**src/rtl/operand_forward_unit_pkg.sv**
```systemverilog
// Shared types and helpers for the ID-stage operand forwarding unit.
package operand_forward_unit_pkg;

    localparam int RA_W_DEF    = 5;
    localparam int XLEN_DEF    = 32;
    localparam int MAX_STAGES  = 16;
    localparam int STAGE_IDX_W = 4;

    typedef enum logic [2:0] {
        SRC_ZERO  = 3'd0,
        SRC_STAGE = 3'd1,
        SRC_LAT   = 3'd2,
        SRC_RF    = 3'd3,
        SRC_STALL = 3'd4
    } fwd_src_e;

    typedef struct packed {
        logic                   found;
        logic [STAGE_IDX_W-1:0] idx;
    } stage_sel_t;

    // Lowest-index (youngest) matching stage wins.
    function automatic stage_sel_t stage_select(input logic [MAX_STAGES-1:0] hit);
        stage_sel_t sel;
        sel = '0;
        for (int s = MAX_STAGES - 1; s >= 0; s--) begin
            if (hit[s]) begin
                sel.found = 1'b1;
                sel.idx   = STAGE_IDX_W'(s);
            end
        end
        return sel;
    endfunction

endpackage

```
**src/rtl/operand_forward_unit_scoreboard.sv**
```systemverilog
// Per-register outstanding-count scoreboard for long-latency producers.
module fwd_scoreboard
    import operand_forward_unit_pkg::*;
#(
    parameter int RA_W     = RA_W_DEF,
    parameter int SB_CNT_W = 2
) (
    input  logic                 clk,
    input  logic                 reset_n,
    input  logic                 lat_issue_valid,
    input  logic [RA_W-1:0]      lat_issue_addr,
    output logic                 lat_issue_ready,
    input  logic                 lat_done_valid,
    input  logic [RA_W-1:0]      lat_done_addr,
    output logic [(1<<RA_W)-1:0] pending,
    output logic                 sb_err
);

    localparam int NREG = 1 << RA_W;

    logic [NREG-1:0] at_max;
    logic            issue_acc;
    logic            done_acc;
    logic            same_addr;
    logic            err_set;

    assign pending[0] = 1'b0;
    assign at_max[0]  = 1'b0;

    assign lat_issue_ready = !at_max[lat_issue_addr];
    assign issue_acc = lat_issue_valid && lat_issue_ready && (lat_issue_addr != '0);
    assign done_acc  = lat_done_valid && (lat_done_addr != '0);
    // An issue and a return on the same register cancel out, even if the issue itself was refused.
    assign same_addr = lat_issue_valid && lat_done_valid &&
                       (lat_issue_addr == lat_done_addr) && (lat_issue_addr != '0);
    assign err_set   = (lat_issue_valid && !lat_issue_ready) ||
                       (done_acc && !same_addr && !pending[lat_done_addr]);

    for (genvar r = 1; r < NREG; r++) begin : g_cnt
        logic [SB_CNT_W-1:0] cnt_q;
        logic                inc;
        logic                dec;

        assign inc = issue_acc && !same_addr && (lat_issue_addr == RA_W'(r));
        assign dec = done_acc && !same_addr && (lat_done_addr == RA_W'(r)) && (cnt_q != '0);

        always_ff @(posedge clk or negedge reset_n) begin
            if (!reset_n) begin
                cnt_q <= '0;
            end else if (inc) begin
                cnt_q <= cnt_q + SB_CNT_W'(1);
            end else if (dec) begin
                cnt_q <= cnt_q - SB_CNT_W'(1);
            end
        end

        assign pending[r] = (cnt_q != '0);
        assign at_max[r]  = (cnt_q == {SB_CNT_W{1'b1}});
    end

    always_ff @(posedge clk or negedge reset_n) begin
        if (!reset_n) begin
            sb_err <= 1'b0;
        end else if (err_set) begin
            sb_err <= 1'b1;
        end
    end

endmodule

```
**src/rtl/operand_forward_unit.sv**
```systemverilog
// ID-stage operand bypass: resolves each read channel from x0, pipeline stages,
// a returning long-latency result or the register file, stalling on unready producers.
module operand_forward_unit
    import operand_forward_unit_pkg::*;
#(
    parameter int NUM_RD_CH  = 2,
    parameter int NUM_STAGES = 3,
    parameter int XLEN       = XLEN_DEF,
    parameter int RA_W       = RA_W_DEF,
    parameter int SB_CNT_W   = 2
) (
    input  logic                       clk,
    input  logic                       reset_n,
    input  logic [NUM_RD_CH-1:0]       id_rd_valid,
    input  logic [NUM_RD_CH*RA_W-1:0]  id_rd_addr,
    output logic [NUM_RD_CH*XLEN-1:0]  id_rd_data,
    output logic                       id_stall,
    input  logic [NUM_STAGES-1:0]      stage_dest_valid,
    input  logic [NUM_STAGES-1:0]      stage_dest_ready,
    input  logic [NUM_STAGES*RA_W-1:0] stage_dest_addr,
    input  logic [NUM_STAGES*XLEN-1:0] stage_dest_data,
    input  logic                       lat_issue_valid,
    input  logic [RA_W-1:0]            lat_issue_addr,
    output logic                       lat_issue_ready,
    input  logic                       lat_done_valid,
    input  logic [RA_W-1:0]            lat_done_addr,
    input  logic [XLEN-1:0]            lat_done_data,
    output logic [NUM_RD_CH-1:0]       register_rd_en,
    output logic [NUM_RD_CH*RA_W-1:0]  register_rd_addr,
    input  logic [NUM_RD_CH*XLEN-1:0]  register_rd_data,
    output logic                       sb_err
);

    localparam int NREG = 1 << RA_W;

    logic [NREG-1:0]      pending;
    logic [NUM_RD_CH-1:0] ch_stall;

    fwd_scoreboard #(
        .RA_W     (RA_W),
        .SB_CNT_W (SB_CNT_W)
    ) u_scoreboard (
        .clk             (clk),
        .reset_n         (reset_n),
        .lat_issue_valid (lat_issue_valid),
        .lat_issue_addr  (lat_issue_addr),
        .lat_issue_ready (lat_issue_ready),
        .lat_done_valid  (lat_done_valid),
        .lat_done_addr   (lat_done_addr),
        .pending         (pending),
        .sb_err          (sb_err)
    );

    for (genvar c = 0; c < NUM_RD_CH; c++) begin : g_ch
        logic [RA_W-1:0]       rd_addr;
        logic [MAX_STAGES-1:0] hit;
        stage_sel_t            sel;
        logic [XLEN-1:0]       stg_data;
        logic                  stg_ready;
        fwd_src_e              src;
        logic [XLEN-1:0]       data;

        assign rd_addr = id_rd_addr[c*RA_W +: RA_W];

        always_comb begin
            hit = '0;
            for (int s = 0; s < NUM_STAGES; s++) begin
                hit[s] = stage_dest_valid[s] &&
                         (stage_dest_addr[s*RA_W +: RA_W] == rd_addr) &&
                         (stage_dest_addr[s*RA_W +: RA_W] != '0);
            end
            sel = stage_select(hit);

            stg_data  = '0;
            stg_ready = 1'b0;
            for (int s = 0; s < NUM_STAGES; s++) begin
                if (sel.found && (sel.idx == STAGE_IDX_W'(s))) begin
                    stg_data  = stage_dest_data[s*XLEN +: XLEN];
                    stg_ready = stage_dest_ready[s];
                end
            end

            // The youngest match is authoritative: an unready one stalls rather than falling back to older stages.
            if (rd_addr == '0) begin
                src = SRC_ZERO;
            end else if (sel.found) begin
                src = stg_ready ? SRC_STAGE : SRC_STALL;
            end else if (lat_done_valid && (lat_done_addr == rd_addr)) begin
                src = SRC_LAT;
            end else if (pending[rd_addr]) begin
                src = SRC_STALL;
            end else begin
                src = SRC_RF;
            end
        end

        always_comb begin
            data = '0;
            case (src)
                SRC_STAGE: data = stg_data;
                SRC_LAT:   data = lat_done_data;
                SRC_RF:    data = register_rd_data[c*XLEN +: XLEN];
                default:   data = '0;
            endcase
        end

        assign id_rd_data[c*XLEN +: XLEN]       = id_rd_valid[c] ? data : '0;
        assign register_rd_addr[c*RA_W +: RA_W] = rd_addr;
        assign register_rd_en[c]                = id_rd_valid[c] && (src == SRC_RF);
        assign ch_stall[c]                      = (src == SRC_STALL);
    end

    assign id_stall = |(ch_stall & id_rd_valid);

endmodule
```
**config.mk**
```make
export PLATFORM = sky130hd
export DESIGN_NAME = operand_forward_unit
export DESIGN_NICKNAME = d
export VERILOG_FILES = /design/src/rtl/operand_forward_unit_pkg.sv /design/src/rtl/operand_forward_unit_scoreboard.sv /design/src/rtl/operand_forward_unit.sv
export SDC_FILE = /design/constraint.sdc
export NUM_CORES = 1
export LEC_CHECK = 0
export ABC_CLOCK_PERIOD_IN_PS = 9400
export CORE_MARGIN = 8
export CORE_UTILIZATION = 43
export CTS_CLUSTER_SIZE = 25
export DETAILED_ROUTE_END_ITERATION = 10
export GPL_TIMING_DRIVEN = 1
export PLACE_DENSITY = 0.78
export SKIP_CTS_REPAIR_TIMING = 1
export SLEW_MARGIN = 20
export SYNTH_ARGS = -nofsm -noshare
export SYNTH_HDL_FRONTEND = slang
export SYNTH_SLANG_ARGS = --single-unit
```
**constraint.sdc**
```tcl
create_clock -name clk -period 9.4 [get_ports clk]
set_clock_uncertainty 0.2 [all_clocks]
set_input_delay 1.88 -clock clk [delete_from_list [all_inputs] [get_ports clk]]
set_output_delay 1.88 -clock clk [all_outputs]
set_load 0.02 [all_outputs]
```
==> impl_results.html <==
<table>
<tr><th>Metric</th><th>Value</th></tr>
<tr><th colspan="2">Run status</th></tr>
<tr><td>Result of the run</td><td>complete, no violations</td></tr>
<tr><th colspan="2">Place</th></tr>
<tr><td>Port-buffer cells</td><td>about 320</td></tr>
<tr><td>Routability congestion estimate</td><td>1.031</td></tr>
<tr><td>Placed wire-length estimate after detailed placement</td><td>~32000 µm</td></tr>
<tr><th colspan="2">Setup path</th></tr>
<tr><td>Data arrival at the endpoint of the critical path</td><td>between 6 and 7 ns</td></tr>
<tr><td>Worst Reg-to-Reg Cells</td><td>7</td></tr>
<tr><td>Highest fanout seen on the critical path</td><td>19</td></tr>
<tr><td>R2r endpoint</td><td>u_scoreboard.g_cnt[17].cnt_q[0]</td></tr>
<tr><td>End point of the critical path</td><td>id_rd_data[12]</td></tr>
<tr><td>Worst r2r src</td><td>u_scoreboard.g_cnt[29].cnt_q[0]</td></tr>
<tr><td>Required time of the critical path</td><td>approximately 7.3 ns</td></tr>
<tr><td>Type of the worst setup path</td><td>in2out</td></tr>
<tr><td>Worst setup path startpoint</td><td>id_rd_addr[0]</td></tr>
<tr><td>CP Launch Type</td><td>input port</td></tr>
<tr><td>Critical path capture point type</td><td>primary output</td></tr>
<tr><td>Register-to-Register Setup Slack</td><td>6.43 ns</td></tr>
<tr><th colspan="2">Floorplan</th></tr>
<tr><td>Floorplan core area</td><td>20040 µm²</td></tr>
<tr><td>Height of the die</td><td>between 150 and 200 µm</td></tr>
<tr><td>Die boundary width</td><td>158.4 µm</td></tr>
<tr><td># IOs</td><td>roughly 320</td></tr>
<tr><td>Initial Util</td><td>between 40 and 50%</td></tr>
<tr><td>Die footprint</td><td>around 25000 µm²</td></tr>
<tr><td>Number of standard-cell rows in the floorplan</td><td>52</td></tr>
<tr><th colspan="2">Route</th></tr>
<tr><td>DRC violation total after the first TritonRoute iteration</td><td>roughly 1100</td></tr>
<tr><td>Vias per Instance</td><td>around 6.5</td></tr>
<tr><td>Overall via count from detail_route</td><td>about 11000</td></tr>
<tr><td>Wirelength per Cell</td><td>24.67 µm</td></tr>
<tr><td>Initial DRT Pass Iterations</td><td>6</td></tr>
<tr><td>Final WL</td><td>between 40000 and 50000 µm</td></tr>
<tr><td>Count of antenna-violating nets left after detailed routing</td><td>0</td></tr>
<tr><td>DRC violations left</td><td>0</td></tr>
<tr><th colspan="2">Cells and area</th></tr>
<tr><td>Layout cells sized above 1</td><td>a little under a tenth</td></tr>
<tr><td>Area Overhead vs Synth</td><td>40.54%</td></tr>
<tr><td>Final net count</td><td>1665</td></tr>
<tr><th colspan="2">Yosys</th></tr>
<tr><td>Warnings, synthesis</td><td>0</td></tr>
<tr><td>Simple-gate share of the synthesized area</td><td>33.75%</td></tr>
<tr><td>Compound-cell area share of the yosys netlist</td><td>29.84%</td></tr>
<tr><td>Synth Net Count</td><td>about 1400</td></tr>
<tr><td>Largest cells by area after synthesis</td><td>sky130_fd_sc_hd__dfrtp_1 18%, sky130_fd_sc_hd__nand2_1 6.5%, sky130_fd_sc_hd__mux4_2 5.9%</td></tr>
<tr><td>Synth Cell Area</td><td>slightly below 9000 µm²</td></tr>
<tr><td>Mean Syn Cell Area</td><td>around 7.3 µm²</td></tr>
<tr><td>Sequential-to-total area share from yosys stat</td><td>between 10% and 20%</td></tr>
<tr><td>Post-synthesis adder-cell area fraction</td><td>0%</td></tr>
<tr><td>Post-synthesis sequential element count</td><td>63</td></tr>
<tr><td>Largest family of logic cells by synthesized area</td><td>simple AND/OR/NAND/NOR gates</td></tr>
<tr><td>Top cell type's share of synthesized area</td><td>between 15 and 20%</td></tr>
<tr><td>Number of enable flip-flop cells after synthesis</td><td>0</td></tr>
<tr><td>Ys async rst share</td><td>100.0%</td></tr>
<tr><td>XOR/XNOR share of the synthesized area</td><td>4.421%</td></tr>
<tr><td>Distinct cell type count after synthesis</td><td>about 70</td></tr>
<tr><td>Number of cells produced by synthesis</td><td>between 1000 and 1500</td></tr>
<tr><td>Multiplexer share of the synthesized area</td><td>6.546%</td></tr>
<tr><td>Area leader, netlist</td><td>sky130_fd_sc_hd__dfrtp_1</td></tr>
<tr><td>Synth Flop Type</td><td>sky130_fd_sc_hd__dfrtp_1</td></tr>
<tr><th colspan="2">Timing</th></tr>
<tr><td>Final setup violation count</td><td>0</td></tr>
<tr><td>Unrepaired setup endpoints after global routing</td><td>no</td></tr>
<tr><td>Tmin final</td><td>8.276 ns</td></tr>
<tr><td>Slew Limit Headroom</td><td>around a fifth</td></tr>
<tr><td>Final count of pins violating max slew</td><td>0</td></tr>
<tr><td>Fmax</td><td>~0.12 GHz</td></tr>
<tr><td>Worst-Margin Slew</td><td>1.192 ns</td></tr>
<tr><td>Share of the cycle needed by the critical path after routing</td><td>88.05%</td></tr>
<tr><td>Final hold vios</td><td>0</td></tr>
<tr><td>Setup TNS after final layout</td><td>0 ns</td></tr>
<tr><th colspan="2">GRT</th></tr>
<tr><td>Number of antenna violations at the first check in global routing</td><td>11</td></tr>
<tr><td>Global route total overflow</td><td>0</td></tr>
<tr><td>Via count of the first global-routing pass</td><td>10146</td></tr>
<tr><td>Largest net degree at the start of global routing</td><td>67</td></tr>
<tr><td>Global-route usage over all layers</td><td>between 30% and 40%</td></tr>
<tr><td>Global-route wire length before repair</td><td>between 60000 and 70000 µm</td></tr>
<tr><th colspan="2">Power and ir drop</th></tr>
<tr><td>Final total power</td><td>roughly 0.0014 W</td></tr>
<tr><td>Pwr per Cell Area</td><td>between 100 and 150 nW/µm²</td></tr>
<tr><td>Maximum resistive drop on vdd</td><td>about 0.00010 V</td></tr>
<tr><td>Leak</td><td>between 4 and 5 nW</td></tr>
<tr><th colspan="2">Run</th></tr>
<tr><td>Max-cap violation count</td><td>0</td></tr>
<tr><th colspan="2">CTS</th></tr>
<tr><td>CTS tree</td><td>built</td></tr>
<tr><td>Root buf cell</td><td>sky130_fd_sc_hd__clkbuf_16</td></tr>
<tr><td>CTS Buffer Depth</td><td>2</td></tr>
<tr><td>Clock transition at the register clock pins on the worst setup and hold paths after CTS</td><td>approximately 0.05 ns</td></tr>
<tr><td>Clock buffers created by TritonCTS</td><td>9</td></tr>
<tr><td>Source-to-sink clock delay at the later pin of the worst-skew pair</td><td>between 0.3 and 0.4 ns</td></tr>
<tr><td>Number of levels the H-tree was split into</td><td>3</td></tr>
<tr><td>TritonCTS sink count</td><td>between 60 and 70</td></tr>
<tr><th colspan="2">Min path</th></tr>
<tr><td>Type of the most critical hold path</td><td>reg2reg</td></tr>
</table>
## worst min path at each step
| stage | start | end | slack [ns] | cells past startpoint |
|---|---|---|---|---|
| floorplan | u_scoreboard.g_cnt[2].cnt_q[0] | u_scoreboard.g_cnt[2].cnt_q[0] | 0.28 | 1 |
| global placement | u_scoreboard.sb_err | u_scoreboard.sb_err | 0.26 | 2 |
| detailed placement | u_scoreboard.sb_err | u_scoreboard.sb_err | 0.27 | 2 |
| CTS | u_scoreboard.sb_err | u_scoreboard.sb_err | 0.29 | 2 |
| global route | u_scoreboard.sb_err | u_scoreboard.sb_err | 0.32 | 2 |
| finish | u_scoreboard.sb_err | u_scoreboard.sb_err | 0.28 | 2 |
## flip-flops by register name, indices dropped and copies added, names as in the netlist
| signal | count |
|---|---|
| u_scoreboard.g_cnt.cnt_q | 62 |
| u_scoreboard.sb_err | 1 |
## area by class of cell
cell class                      count  area (µm²)
Sequential cell                    63        1577
Clock inverter                      4       45.04
Clock buffer                       12       246.5
Fill cell                        1818        7790
Timing Repair Buffer              344        3371
Tap cell                          270       337.8
Antenna cell                       15       37.54
Multi-Input combinational cell    991        6571
Inverter                           17       63.81
## cell families (layout without fill, tap and decap cells)
group,after synthesis,count (layout)
buffers and inverters,142,377
AND/OR/NAND/NOR,575,575
AO/OA/AOI/OAI,344,344
XOR/XNOR,44,44
flip-flops,63,63
other,0,15
multiplexers,28,28
## layer usage
| metal | track usage (%) | vias up | part of all wire (%) |
|---|---|---|---|
| met2 | 50.70 | 759 | 47 |
| met5 | 0 | - | 0.031 |
| met1 | 39.61 | 5298 | 38 |
| met4 | 16.84 | 2 | 4.6 |
| li1 | - | 4968 | - |
| met3 | 6.243 | 127 | 10 |
## synthesized netlist by cell type (all sizes together) (5+ instances only)
cell type,instances
nor3,21
or3,35
mux4,23
a31oi,49
nand3,21
nor3b,7
nor2,134
nand4,65
buf,51
xnor2,23
a22oi,34
nor2b,13
nand2,151
o22ai,22
a21oi,36
and3,20
or4,5
o211ai,42
xor2,21
a221oi,37
a211o,34
o21ai,48
dfrtp,63
or2,37
clkbuf,74
o221ai,5
nor4,9
nand2b,8
a32oi,9
and2,39
inv,17
a211oi,6
## critical path, stage by stage
cell,delay (ns)
sky130_fd_sc_hd__clkdlybuf4s50_1,1.01
sky130_fd_sc_hd__xnor2_1,0.19
sky130_fd_sc_hd__nand3_1,0.15
sky130_fd_sc_hd__nor4_4,0.74
sky130_fd_sc_hd__and3b_1,0.29
sky130_fd_sc_hd__o22ai_2,0.14
sky130_fd_sc_hd__nor2b_4,0.71
sky130_fd_sc_hd__buf_4,0.38
sky130_fd_sc_hd__o211ai_2,0.13
sky130_fd_sc_hd__clkdlybuf4s50_1,0.56
## stage by stage
stage / hold WS (ns) / util, % / instances / cell area, µm² / setup slack [ns]
after floorplan: 0.2807 / - / 1196 / 8716 / 3.303
after global placement: 0.2645 / 59.47 / 1685 / 11920 / 1.274
after detailed placement: 0.2676 / 59.47 / 1685 / 11920 / 1.171
after CTS: 0.2908 / 60.93 / 1701 / 12210 / 1.164
after global routing: 0.3164 / 61.06 / 1711 / 12240 / 0.9359
final: 0.2790 / 61.13 / 1716 / 12250 / 1.124
## where the power goes
part	internal [W]	switching [W]	total, W
Sequential	0.000324	0.0000778	0.000401
Combinational	0.000309	0.000351	0.000660
Clock	0.000211	0.000119	0.000330
## placed cells by master, fill, tap and decap left out, types with 6 or more instances in the layout
| cell type | instances |
|---|---|
| sky130_fd_sc_hd__buf_4 | 27 |
| sky130_fd_sc_hd__nor3_1 | 17 |
| sky130_fd_sc_hd__and2_1 | 38 |
| sky130_fd_sc_hd__or2_2 | 7 |
| sky130_fd_sc_hd__clkdlybuf4s50_1 | 316 |
| sky130_fd_sc_hd__nor2_1 | 133 |
| sky130_fd_sc_hd__mux4_2 | 23 |
| sky130_fd_sc_hd__xnor2_1 | 23 |
| sky130_fd_sc_hd__a21oi_1 | 36 |
| sky130_fd_sc_hd__a31oi_1 | 48 |
| sky130_fd_sc_hd__a22oi_1 | 33 |
| sky130_fd_sc_hd__nand4_1 | 65 |
| sky130_fd_sc_hd__nor4_1 | 6 |
| sky130_fd_sc_hd__nand2b_1 | 8 |
| sky130_fd_sc_hd__dfrtp_1 | 63 |
| sky130_fd_sc_hd__a32oi_1 | 9 |
| sky130_fd_sc_hd__a211o_1 | 34 |
| sky130_fd_sc_hd__nand2_1 | 151 |
| sky130_fd_sc_hd__nand3_1 | 21 |
| sky130_fd_sc_hd__xor2_1 | 21 |
| sky130_fd_sc_hd__o22ai_1 | 20 |
| sky130_fd_sc_hd__and3_1 | 20 |
| sky130_fd_sc_hd__diode_2 | 15 |
| sky130_fd_sc_hd__o211ai_2 | 30 |
| sky130_fd_sc_hd__nor2b_1 | 10 |
| sky130_fd_sc_hd__or2_1 | 30 |
| sky130_fd_sc_hd__o211ai_1 | 12 |
| sky130_fd_sc_hd__a221oi_1 | 37 |
| sky130_fd_sc_hd__clkbuf_16 | 9 |
| sky130_fd_sc_hd__o21ai_0 | 45 |
| sky130_fd_sc_hd__inv_1 | 16 |
| sky130_fd_sc_hd__or3_1 | 34 |
Power figures use the tool's default switching activity.
